--- config.mk ---
export PLATFORM = sky130hd
export DESIGN_NAME = eros_obi_to_axil_master
export DESIGN_NICKNAME = d
export VERILOG_FILES = /design/src/rtl/eros_obi_to_axil_master.sv
export SDC_FILE = /design/constraint.sdc
export NUM_CORES = 1
export LEC_CHECK = 0
export CORE_MARGIN = 1
export CORE_UTILIZATION = 43
export CTS_CLUSTER_SIZE = 20
export DETAILED_ROUTE_END_ITERATION = 8
export DONT_BUFFER_PORTS = 1
export GPL_TIMING_DRIVEN = 0
export HOLD_SLACK_MARGIN = 0.06
export PLACE_DENSITY = 0.6
export SYNTH_ARGS = -nofsm -noshare
export SYNTH_HDL_FRONTEND = slang
export SYNTH_SLANG_ARGS = --single-unit
--- constraint.sdc ---
create_clock -name clk_i -period 5.6 [get_ports clk_i]
set_input_delay 0.84 -clock clk_i [delete_from_list [all_inputs] [get_ports clk_i]]
set_output_delay 0.84 -clock clk_i [all_outputs]
set_load 0.01 [all_outputs]
--- src/rtl/eros_obi_to_axil_master.sv ---
// OBI subordinate to AXI4-Lite manager bridge, one transaction outstanding.
// Optional response timeout with drain of the abandoned AXI transaction: EROS_OBI_AXIL_TIMEOUT_EN.
module eros_obi_to_axil_master #(
    parameter int unsigned ADDR_WIDTH     = 32,
    parameter int unsigned DATA_WIDTH     = 32,
    parameter logic [2:0]  AXI_PROT       = 3'b000,
    parameter int unsigned TIMEOUT_CYCLES = 1024
) (
    input  logic                    clk_i,
    input  logic                    rst_i,
    input  logic                    obi_req_i,
    output logic                    obi_gnt_o,
    input  logic [ADDR_WIDTH-1:0]   obi_addr_i,
    input  logic                    obi_we_i,
    input  logic [DATA_WIDTH/8-1:0] obi_be_i,
    input  logic [DATA_WIDTH-1:0]   obi_wdata_i,
    output logic                    obi_rvalid_o,
    output logic [DATA_WIDTH-1:0]   obi_rdata_o,
    output logic                    obi_err_o,
    output logic [ADDR_WIDTH-1:0]   m_awaddr_o,
    output logic [2:0]              m_awprot_o,
    output logic                    m_awvalid_o,
    input  logic                    m_awready_i,
    output logic [DATA_WIDTH-1:0]   m_wdata_o,
    output logic [DATA_WIDTH/8-1:0] m_wstrb_o,
    output logic                    m_wvalid_o,
    input  logic                    m_wready_i,
    input  logic [1:0]              m_bresp_i,
    input  logic                    m_bvalid_i,
    output logic                    m_bready_o,
    output logic [ADDR_WIDTH-1:0]   m_araddr_o,
    output logic [2:0]              m_arprot_o,
    output logic                    m_arvalid_o,
    input  logic                    m_arready_i,
    input  logic [DATA_WIDTH-1:0]   m_rdata_i,
    input  logic [1:0]              m_rresp_i,
    input  logic                    m_rvalid_i,
    output logic                    m_rready_o,
    output logic                    timeout_o
);

`ifdef EROS_OBI_AXIL_TIMEOUT_EN
    typedef enum logic [2:0] {IDLE, WRITE, WAIT_B, READ, WAIT_R, RESP, DRAIN} state_t;
`else
    typedef enum logic [2:0] {IDLE, WRITE, WAIT_B, READ, WAIT_R, RESP} state_t;
`endif

    state_t                    state_q, state_d;
    logic [ADDR_WIDTH-1:0]     addr_q;
    logic                      we_q;
    logic [DATA_WIDTH/8-1:0]   be_q;
    logic [DATA_WIDTH-1:0]     wdata_q, rdata_q;
    logic                      err_q, aw_done_q, w_done_q, ar_done_q;
    logic                      gnt, aw_hs, w_hs, ar_hs, b_hs, r_hs, pending;
    logic                      unused_ok;
`ifdef EROS_OBI_AXIL_TIMEOUT_EN
    logic [31:0]               cnt_q;
    logic                      to_q, to_fire, rsp_done_q, busy;
`endif

    assign unused_ok = ^{m_bresp_i[0], m_rresp_i[0], TIMEOUT_CYCLES[0]};

    // After a timeout the abandoned AXI transaction is still driven until it completes.
`ifdef EROS_OBI_AXIL_TIMEOUT_EN
    assign pending = to_q && (state_q == RESP || state_q == DRAIN) && !rsp_done_q;
    assign busy    = state_q inside {WRITE, WAIT_B, READ, WAIT_R};
`else
    assign pending = 1'b0;
`endif

    assign m_awvalid_o  = we_q && !aw_done_q && (state_q == WRITE || pending);
    assign m_wvalid_o   = we_q && !w_done_q && (state_q == WRITE || pending);
    assign m_arvalid_o  = !we_q && !ar_done_q && (state_q == READ || pending);
    assign m_bready_o   = (state_q == WAIT_B) || (pending && we_q);
    assign m_rready_o   = (state_q == WAIT_R) || (pending && !we_q);
    assign m_awaddr_o   = addr_q;
    assign m_araddr_o   = addr_q;
    assign m_awprot_o   = AXI_PROT;
    assign m_arprot_o   = AXI_PROT;
    assign m_wdata_o    = wdata_q;
    assign m_wstrb_o    = be_q;

    assign aw_hs = m_awvalid_o && m_awready_i;
    assign w_hs  = m_wvalid_o && m_wready_i;
    assign ar_hs = m_arvalid_o && m_arready_i;
    assign b_hs  = m_bready_o && m_bvalid_i;
    assign r_hs  = m_rready_o && m_rvalid_i;

    assign obi_gnt_o    = gnt;
    assign obi_rvalid_o = (state_q == RESP);
    assign obi_rdata_o  = rdata_q;
    assign obi_err_o    = (state_q == RESP) && err_q;
`ifdef EROS_OBI_AXIL_TIMEOUT_EN
    assign timeout_o    = (state_q == RESP) && to_q;
`else
    assign timeout_o    = 1'b0;
`endif

    always_comb begin
        state_d = state_q;
        gnt     = 1'b0;
`ifdef EROS_OBI_AXIL_TIMEOUT_EN
        to_fire = 1'b0;
`endif
        case (state_q)
            IDLE: begin
                gnt = obi_req_i;
                if (obi_req_i) state_d = obi_we_i ? WRITE : READ;
            end
            WRITE:  if ((aw_done_q || aw_hs) && (w_done_q || w_hs)) state_d = WAIT_B;
            WAIT_B: if (b_hs) state_d = RESP;
            READ:   if (ar_hs) state_d = WAIT_R;
            WAIT_R: if (r_hs) state_d = RESP;
`ifdef EROS_OBI_AXIL_TIMEOUT_EN
            RESP:   state_d = to_q ? DRAIN : IDLE;
            DRAIN:  if (rsp_done_q || b_hs || r_hs) state_d = IDLE;
`else
            RESP:   state_d = IDLE;
`endif
            default: state_d = IDLE;
        endcase
`ifdef EROS_OBI_AXIL_TIMEOUT_EN
        // A response arriving in the final allowed cycle still wins over the timeout.
        if (busy && cnt_q == 32'(TIMEOUT_CYCLES - 1) && state_d != RESP) begin
            to_fire = 1'b1;
            state_d = RESP;
        end
`endif
    end

    always_ff @(posedge clk_i or posedge rst_i) begin
        if (rst_i) begin
            state_q   <= IDLE;
            addr_q    <= '0;
            we_q      <= 1'b0;
            be_q      <= '0;
            wdata_q   <= '0;
            rdata_q   <= '0;
            err_q     <= 1'b0;
            aw_done_q <= 1'b0;
            w_done_q  <= 1'b0;
            ar_done_q <= 1'b0;
`ifdef EROS_OBI_AXIL_TIMEOUT_EN
            cnt_q      <= '0;
            to_q       <= 1'b0;
            rsp_done_q <= 1'b0;
`endif
        end else begin
            state_q <= state_d;
            if (gnt) begin
                addr_q    <= obi_addr_i;
                we_q      <= obi_we_i;
                be_q      <= obi_be_i;
                wdata_q   <= obi_wdata_i;
                aw_done_q <= 1'b0;
                w_done_q  <= 1'b0;
                ar_done_q <= 1'b0;
            end else begin
                if (aw_hs) aw_done_q <= 1'b1;
                if (w_hs)  w_done_q  <= 1'b1;
                if (ar_hs) ar_done_q <= 1'b1;
            end
            if (state_q == WAIT_B && b_hs) begin
                rdata_q <= '0;
                err_q   <= m_bresp_i[1];
            end
            if (state_q == WAIT_R && r_hs) begin
                rdata_q <= m_rdata_i;
                err_q   <= m_rresp_i[1];
            end
`ifdef EROS_OBI_AXIL_TIMEOUT_EN
            if (gnt) begin
                cnt_q      <= '0;
                to_q       <= 1'b0;
                rsp_done_q <= 1'b0;
            end else if (busy) begin
                cnt_q <= cnt_q + 32'd1;
            end
            if (to_fire) begin
                rdata_q <= DATA_WIDTH'(32'hDEAD_BEEF);
                err_q   <= 1'b1;
                to_q    <= 1'b1;
            end
            if (pending && (b_hs || r_hs)) rsp_done_q <= 1'b1;
`endif
        end
    end

endmodule
# [After elaboration in Yosys (flattened, before gate mapping)]
# Index checks and enable logic that the tools add are counted.
[word_totals] output_inout_bits=147 inputBits=113 regBits=108 elab_cells=65
[classes] mux=18 eq_ne=10 reduce_logical=27
[ops] operator="$mux W32" n=2
[ops] operator="$logic_and A1 B1 Y1" n=15
[ops] operator="$mux W3" n=5
[ops] operator="$pmux W3 S5" n=1
[ops] operator="$mux W1" n=9
[ops] operator="$reduce_bool A2 Y1" n=4
[ops] operator="$eq A3 B2 Y1 const B" n=2
[ops] operator="$eq A3 B3 Y1 const B" n=2
[ops] operator="$ne A2 B1 Y1 const B" n=3
[ops] operator="$reduce_and A5 Y1" n=1
[ops] operator="$logic_not A1 Y1" n=4
[ops] operator="$ne A2 B2 Y1 const B" n=2
[ops] operator="$eq A3 B1 Y1 const B" n=1
[ops] operator="$logic_not A3 Y1" n=1
[ops] operator="$logic_or A1 B1 Y1" n=2
[ops] operator="$mux W2" n=1

# [Depth between registers and ports, before layout]
[depth] word_depth=8 mapped_depth=6 depth_no_buf=3

# [Worst setup path before layout]
# Ideal clock, no wire load.
[synth_timing] kind="input port to output port" start="in obi_req_i" end="out obi_gnt_o" t_required_ns=4.760 arrival_time_ns=1.394 path_stages=3 slack_ns=3.366 path_cell_list="nor4b_4 > buf_4 > buf_6"
[synth_between] elab_chain_len=1
[synth_lines] item="start, declared" line_no="11" text="input logic obi_req_i,"
[synth_lines] item="$mux W1" line_no="105" text="case (state_q)"
[synth_lines] item="end, declared" line_no="12" text="output logic obi_gnt_o,"
# Every way passes these cells.

# [Final worst setup path]
[layout_timing] start="reg state_q[0]" end="out obi_err_o"
[layout_between] elab_chain_len=2
[layout_lines] item="start, declared" line_no="48" text="state_t state_q, state_d;"
[layout_lines] item="start signal, assigned" line_no="149" text="state_q <= state_d;"
[layout_lines] item="$eq A3 B3 Y1"
[layout_lines] item="named net obi_rvalid_o" line_no="17" text="output logic obi_rvalid_o,"
[layout_lines] item="$logic_and A1 B1 Y1" line_no="92" text="assign obi_err_o = (state_q == RESP) && err_q;"
[layout_lines] item="end, declared" line_no="19" text="output logic obi_err_o,"
# The timed path passes the listed nets, and every way through them passes these cells.

==> results.json <==
{
  "seq_area_um2": 2700,
  "setup_violations": 0,
  "worst_ep_required_time_ns": 4.76,
  "synthesis.instances": 312,
  "outcome": "finished, final reports clean",
  "synth-edff-count": 0,
  "clkPwrFrac_pct": 15.5,
  "grt_pass1_vias": 2594,
  "top_level_ports": 260,
  "cts.sinks": 108,
  "cts_tree": "built",
  "hold_ws_ns": 0.435,
  "place_hpwl_um": 7100,
  "start_util_pct": 45.1,
  "irDropWorstVdd_v": 0.000257,
  "finalSetupTns_ns": 0,
  "p_leak_nw": 2.26,
  "sw_frac_of_total_pct": 37.5,
  "drtAntennaViolNets": 0,
  "clockBufferDepth": 2,
  "internal-power_mw": 1.84,
  "drv_slew": 0,
  "cap_viol_max_count": 0,
  "holdBufCountCts": 0,
  "multi_input_area_um2": 1370,
  "min_period_over_period_pct": 49.1,
  "root_buffer": "clkbuf_8",
  "h-tree-depth": 3,
  "yosysTopAreaCellShare_pct": 60.2,
  "yosysTopAreaCell": "dfrtp_1",
  "cts_resized": 0,
  "postCtsSetupBuffers": 0,
  "dieArea_um2": 10800,
  "placed_area_um2": 4710,
  "antenna_found_initial": 0,
  "p_switching_mw": 1.11,
  "ys_async_sr_fraction_pct": 100,
  "synth-seq-area-share_pct": 60.2,
  "period_minus_slack_ns": 2.75,
  "n_fill_cell": 883,
  "ys_warn_count": 0,
  "powerDensity_nw_per_um2": 603,
  "start_kind": "register",
  "synthXorXnorAreaFrac_pct": 0,
  "synth_most_common_cell": "dfrtp_1",
  "postLayoutCellArea_um2": 4900,
  "vias": 2493,
  "crit_type": "reg2out",
  "diodes": 0,
  "rows": 36,
  "worst_setup_path_end_kind": "output pin",
  "worst_pin_slew_ns": 0.672,
  "synth_common_cells": "dfrtp_1, mux2_1, buf_4",
  "numCtsBuffers": 9,
  "finalHoldViolCount": 0,
  "rsz0062_at_grt": "no",
  "drt-total-wl_um": 9360,
  "place_inst": 452,
  "layout-drive-gt1-share_pct": 31.0,
  "crit_arrival_ns": 1.91,
  "synthAdderAreaFrac_pct": 0,
  "drt-initial-drc-count": 79,
  "grt_pass1_wl_um": 14800,
  "drc": 0,
  "finalNetCount": 443,
  "grt_use_total_pct": 17.7,
  "finalWeightedCongestion": 0.750,
  "area_growth_pct": 9.17,
  "core_area_um2": 9950,
  "final_cell_count_no_fill": 468,
  "clk_pin_slew_ns": 0.11,
  "max_clock_freq_mhz": 363,
  "die_w_um": 104,
  "die_h_um": 104,
  "max-slew-margin-rel_pct": 55.2,
  "synthSimpleGateAreaFrac_pct": 4.07,
  "path_max_fanout": 10,
  "syn-cell-area_um2": 4490,
  "synth_top_family_by_area": "multiplexers",
  "grt_max_degree": 57,
  "synth_mux_area_share_pct": 17.8,
  "pwr-share-comb_pct": 30.6,
  "synth.distinct_cells": 32,
  "hold_path_class": "in2async",
  "port_buffers": 0,
  "vias_per_cell": 5.33,
  "grt_overflow": 0,
  "routedWlPerCell_um": 20.0,
  "fin_skew_ns": 0.0120,
  "dr.pass1.iters": 4,
  "synth_compound_area_share_pct": 8.14,
  "p_seq_share_pct": 54.0,
  "clkLatencyLatePin_ns": 0.36,
  "syn_avg_cell_area_um2": 14.4,
  "synth_seq_cells": 108,
  "ys_top_cells_by_area": "dfrtp_1, mux2_1, buf_4",
  "synthFlopType": "dfrtp_1"
}
final timing paths:
path	from	endpoint	slack (ns)	cells past startpoint
max	state_q[0]	obi_err_o	2.85	4
min	rst_i	obi_rdata_o[28]	0.44	1
max reg2reg	state_q[0]	m_wstrb_o[0]	3.75	5
min reg2reg	aw_done_q	aw_done_q	0.53	2
max in group asynchronous	rst_i	ar_done_q	4.45	2
min in group clk_i	aw_done_q	aw_done_q	0.53	2
critical path: stages (launching register included):
cell and delay (ns):
dfrtp_1 0.37, buf_2 0.23, inv_1 0.10, nor3b_1 0.56
and2_1 0.29
registers in the layout (all words and copies together), names as in the netlist:
register,count
w_done_q,1
m_wstrb_o,4
state_q,3
obi_rdata_o,32
m_wdata_o,32
err_q,1
ar_done_q,1
we_q,1
aw_done_q,1
m_araddr_o,32
cell families (layout without fill, tap and decap cells):
kind of cell / count (synthesis) / in the layout
buf+inv: 61 / 78
compound gates: 45 / 45
flops: 108 / 108
mux: 71 / 71
simple gates: 26 / 26
other cells: 1 / 7
per-stage QoR:
stage / total power, mW / worst slack (ns) / util (%)
floorplan: 2.31 / 1.91 / -
detailed placement: 2.53 / 3.20 / 47.3
global route: 3.13 / 2.71 / 49.2
global placement: 2.50 / 0.838 / 47.0
finish: 2.95 / 2.85 / 49.2
CTS: 2.99 / 2.78 / 49.2
layout make-up:
class	count	area share, %
multi-input cells	149	28.0
plain buffers	57	8.56
repair buffers	1	0.562
flip-flops and latches	108	55.2
clock inverters	5	0.843
inverters	4	0.358
clock buffers	11	3.09
well taps	133	3.40
layout by cell type (no fill, tap or decap), drive strengths merged:
master,Yosys,layout
conb,1,7
and3b,2,2
nor4bb,2,2
and2,2,2
buf,57,58
nor3b,4,4
or4b,1,1
nand2,2,2
nor4b,1,1
a21oi,4,4
o21bai,1,1
mux2i,1,1
nand2b,1,1
clkinvlp,0,2
a2bb2oi,1,1
dfrtp,108,108
nor3,2,2
clkbuf,0,11
o22ai,1,1
mux2,70,70
o21ai,3,3
a41oi,1,1
nor2b,1,1
a211o,1,1
nor2,7,7
inv,4,7
nand3b,1,1
a22o,32,32
a221o,1,1
routing by layer:
metal | wire length (um) | global-route usage (%) | vias to the layer above
met4 | 99 | 6.12 | 0
met2 | 4820 | 30.2 | 141
met3 | 894 | 7.33 | 7
met1 | 3550 | 19.9 | 1244
li1 | - | - | 1101
met5 | 0 | 0 | -
power groups by stage:
stage,sequential [mW],combinational (mW),clock (mW)
final,1.59,0.902,0.457
after global routing,1.64,0.988,0.504
after CTS,1.60,0.919,0.474
after detailed placement,1.61,0.916,0
after global placement,1.61,0.888,0
after floorplan,1.51,0.799,0
Note: power is estimated with default switching activity, not from simulation.
